--- config.mk ---
export PLATFORM = sky130hd
export DESIGN_NAME = dpram_fifo_ctrl
export DESIGN_NICKNAME = d
export VERILOG_FILES = /design/src/rtl/dpram_fifo_ctrl.sv
export SDC_FILE = /design/constraint.sdc
export NUM_CORES = 1
export LEC_CHECK = 0
export BUFFER_PORTS_ARGS = -buffer_cell sky130_fd_sc_hd__buf_4
export CORE_MARGIN = 4
export CORE_UTILIZATION = 41
export DETAILED_ROUTE_END_ITERATION = 8
export PLACE_DENSITY = 0.75
export SLEW_MARGIN = 20
export SYNTH_ARGS = -nofsm -noshare
export SYNTH_HDL_FRONTEND = slang
export SYNTH_SLANG_ARGS = --single-unit
--- constraint.sdc ---
create_clock -name clk -period 2.69 [get_ports clk]
set_clock_uncertainty 0.2 [all_clocks]
set_input_delay 0.269 -clock clk [delete_from_list [all_inputs] [get_ports clk]]
set_output_delay 0.269 -clock clk [all_outputs]
set_load 0.01 [all_outputs]
--- src/rtl/dpram_fifo_ctrl.sv ---
// First-word-fall-through FIFO controller that drives an external dual_port_ram.
// Port A is the write port and port B is the asynchronous read port; only pointers and flags live here.
module dpram_fifo_ctrl #(
    parameter int DATA_WIDTH = 8,
    parameter int ADDR_WIDTH = 4
) (
    input  logic                  clk,
    input  logic                  rst_n,
    input  logic                  wr_en,
    input  logic [DATA_WIDTH-1:0] wr_data,
    output logic                  full,
    input  logic                  rd_en,
    output logic [DATA_WIDTH-1:0] rd_data,
    output logic                  empty,
    output logic [ADDR_WIDTH:0]   count,
    output logic                  overflow,
    output logic                  underflow,
    output logic                  ram_we_a,
    output logic [ADDR_WIDTH-1:0] ram_addr_a,
    output logic [DATA_WIDTH-1:0] ram_din_a,
    output logic                  ram_we_b,
    output logic [ADDR_WIDTH-1:0] ram_addr_b,
    output logic [DATA_WIDTH-1:0] ram_din_b,
    input  logic [DATA_WIDTH-1:0] ram_dout_b
);

    // Extra MSB is the wrap bit that distinguishes full from empty.
    logic [ADDR_WIDTH:0] wr_ptr;
    logic [ADDR_WIDTH:0] rd_ptr;
    logic                push_ok;
    logic                pop_ok;

    assign empty = (wr_ptr == rd_ptr);
    assign full  = (wr_ptr[ADDR_WIDTH-1:0] == rd_ptr[ADDR_WIDTH-1:0]) &&
                   (wr_ptr[ADDR_WIDTH] != rd_ptr[ADDR_WIDTH]);
    assign count = wr_ptr - rd_ptr;

    assign push_ok = wr_en && !full;
    assign pop_ok  = rd_en && !empty;

    // Gating with rst_n stops the RAM write the moment reset asserts, not at the next edge.
    assign ram_we_a   = push_ok && rst_n;
    assign ram_addr_a = wr_ptr[ADDR_WIDTH-1:0];
    assign ram_din_a  = wr_data;

    assign ram_we_b   = 1'b0;
    assign ram_din_b  = '0;
    assign ram_addr_b = rd_ptr[ADDR_WIDTH-1:0];

    assign rd_data = empty ? '0 : ram_dout_b;

    always_ff @(posedge clk or negedge rst_n) begin
        if (!rst_n) begin
            wr_ptr    <= '0;
            rd_ptr    <= '0;
            overflow  <= 1'b0;
            underflow <= 1'b0;
        end else begin
            // NOTE: non-blocking so every flag and pointer sees the pre-edge full/empty state.
            if (push_ok) wr_ptr <= wr_ptr + 1'b1;
            if (pop_ok)  rd_ptr <= rd_ptr + 1'b1;
            if (wr_en && full)  overflow  <= 1'b1;
            if (rd_en && empty) underflow <= 1'b1;
        end
    end

endmodule
==> results.md <==
- Status: completed
- Die area: 3110 um^2
- GPL Wtd Cong: ~0.8
- Die X: roughly 56 um
- Routed vias: just under 700
- Hold path depth: 2
- WHS Endpoint: underflow
- Wire per inst: about 12 um
- Fin. Hold Viols: 0
- Max clock buf depth: 2
- Vias/cell: between 4 and 5
- Leak Pwr: around 0.6 nW
- Core area: ~2200 um^2
- Routed WL: ~1900 um
- FF-to-FF Start: rd_ptr[2]
- Netlist cell types: 20
- Hold/Removal Path Class: in2reg
- ANT cells: 0
- Pwr Density: 1440 nW/um^2
- Num rows: 17
- Initial antenna violation count: 0
- Register share of total power: 23.9%
- Routed Antenna Nets: 0
- DR pass1 iterations: 2
- # setup viols final: 0
- Final slew viol count: 0
- Tmin final: about 2.5 ns
- CP Launch Type: flop
- Largest net degree at the start of global routing: 14
- Int Power: around 930 uW
- CTS Buf Count: 3
- CTS tree: yes
- Worst vdd ir: about 870 uV
- Setup crit end kind: output pin
- DP Worst Slack: between 0.4 and 0.5 ns
- Port Buffers: 37
- Mean area per synthesized cell: 9.45 um^2
- Util after Layout: about half
- Tot GR Track Use: about an eighth
- Kind of critical path: reg2out
- R2r setup slk: between 0.6 and 0.7 ns
- Congestion Overflow GR: 0
- Clock net sink count: 12
- I/O pin count: 63
- DRT iter0 DRCs: 12
- Fillers: 212
- H-tree levels: 1
- Share of cells above drive strength 1: between 30% and 40%
- TNS Setup: 0 ns
- CP Max Fanout: 5
- Combinational Power Share: approximately two thirds
- HP Start: rd_en
- Die height: about 56 um
- Switching Power: slightly above 700 uW
- RSZ-0062 raised after global routing: false
- Fin crit share: roughly 91%
- Switching share of power: about 43%
- Post-CTS Repair Setup Buffers: 0
- Max Freq: 0.406 GHz
- # DRC: 0
- Max Cap Violations: 0
- Area delta synth->final: 21.5%
- Req. time, crit path: between 2 and 2.5 ns
- CTS root buf: clkbuf_4
- Final WS setup: approximately 0.23 ns
- Synth warnings: 0
- Post-CTS sizing: 0
- Reg2Reg Depth: 5
- Worst-Skew Late Latency: approximately 0.27 ns
- First-pass GRT wire length: between 3000 and 4000 um
- FF+latch count, synth: 12
- Detailed Place HPWL: 1600 um
- Crit path DAT: 1.99 ns
- Clock Pin Slew Worst Setup and Hold Paths: 0.08 ns
- NumNets Final: ~150
- Initial cell density of the core: ~43%
- Post-synthesis sequential area ratio: roughly 32%
- Cells after Synth: 99
- Clock power frac: between 8 and 9%
- Vias in the first global route: between 600 and 700
- Synthesized area: between 900 and 1000 um^2
- Worst r2r dst: wr_ptr[1]
## per-stage QoR
step	hold slack (ns)	power [mW]	instance area [um^2]	std cells
2_1_floorplan	-0.227	1.12	966	107
3_3_place_gp	-0.0836	1.48	1090	147
3_5_place_dp	-0.0772	1.51	1090	147
4_1_cts	0.0119	1.66	1140	152
5_1_grt	0.0135	1.78	1140	152
6_report	0.0159	1.63	1140	152
## worst max-delay path: stages, from the launching register on
cell and delay (ns):
dfrtp_1 0.44, inv_1 0.08, ha_1 0.14, inv_1 0.05, fa_1 0.39, a21o_1 0.17
a21oi_1 0.16, xnor2_1 0.15, buf_4 0.15
## cells in the mapped netlist
library cell | count | area (um^2)
buf_4 | 25 | 188
dfrtp_1 | 12 | 300
inv_1 | 8 | 30.0
nor2b_1 | 8 | 50.1
xnor2_1 | 7 | 61.3
ha_1 | 6 | 75.1
nor2_1 | 6 | 22.5
xor2_1 | 6 | 52.6
a21o_1 | 3 | 22.5
nand3_1 | 3 | 15.0
a21oi_1 | 2 | 10.0
mux2_2 | 2 | 22.5
nand2_1 | 2 | 7.51
nor2_2 | 2 | 12.5
o21ai_2 | 2 | 17.5
a21o_2 | 1 | 8.76
conb_1 | 1 | 3.75
fa_1 | 1 | 20.0
nand4_1 | 1 | 6.26
nor3_2 | 1 | 10.0
## logic make-up after synthesis
logic type                 synth area share, %
AOI/OAI and AO/OA                         6.28
DFF                                       32.1
muxes                                     2.41
adders and majority gates                 10.2
and+or+nand+nor                           13.2
other                                    0.401
xor gates and xnor gates                  12.2
buffers and inverters                     23.3
## state kept, by name, indices dropped and copies added (netlist names)
register / flops
overflow: 1
wr_ptr: 5
rd_ptr: 5
underflow: 1
## timing repair
item | in CTS | in global routing
hold buffers | 1 | 0
hold endpoints to repair | 12 | 0
endpoints found under the setup margin | 0 | 0
## power by group through the flow
| stage | Clock (mW) | Combinational (mW) | Sequential [mW] |
|---|---|---|---|
| 2_1_floorplan | 0 | 0.741 | 0.376 |
| 3_3_place_gp | 0 | 1.09 | 0.391 |
| 3_5_place_dp | 0 | 1.11 | 0.397 |
| 4_1_cts | 0.152 | 1.12 | 0.392 |
| 5_1_grt | 0.157 | 1.21 | 0.410 |
| 6_report | 0.145 | 1.10 | 0.391 |
## routing by layer
metal	share of wire [%]	vias up	global-route usage, %
li1	-	331	-
met1	38	314	13.8
met2	49	41	22.3
met3	11	6	4.18
met4	1.6	0	7.29
met5	0	-	0
## worst max path at each step
stage          startpoint  cells after the start       end
2_1_floorplan   wr_ptr[0]                      7  count[4]
3_3_place_gp    wr_ptr[0]                      8  count[4]
3_5_place_dp    wr_ptr[0]                      8  count[4]
4_1_cts         wr_ptr[0]                      8  count[4]
5_1_grt         wr_ptr[0]                      8  count[4]
6_report        wr_ptr[0]                      8  count[4]
## layout by cell type (no fill, tap or decap), types with 2 or more instances in the layout
cell / count
conb_1: 9
nor2_1: 6
a21oi_1: 2
ha_1: 6
nand2_1: 2
xnor2_1: 7
dfrtp_1: 12
a21o_1: 3
mux2_2: 2
nand3_1: 3
nor2b_1: 8
xor2_1: 6
nor2_2: 2
buf_4: 37
inv_1: 8
o21ai_2: 2
clkbuf_4: 3
## layout make-up
| type | instances | area (um^2) | share of cell area [%] |
|---|---|---|---|
| well taps | 28 | 35.0 | 3.08 |
| flip-flops and latches | 12 | 300 | 26.4 |
| inverters | 8 | 30.0 | 2.64 |
| multi-input cells | 62 | 448 | 39.4 |
| repair buffers | 38 | 288 | 25.3 |
| clock buffers | 4 | 36.3 | 3.19 |
(Power assumes the default switching activity.)
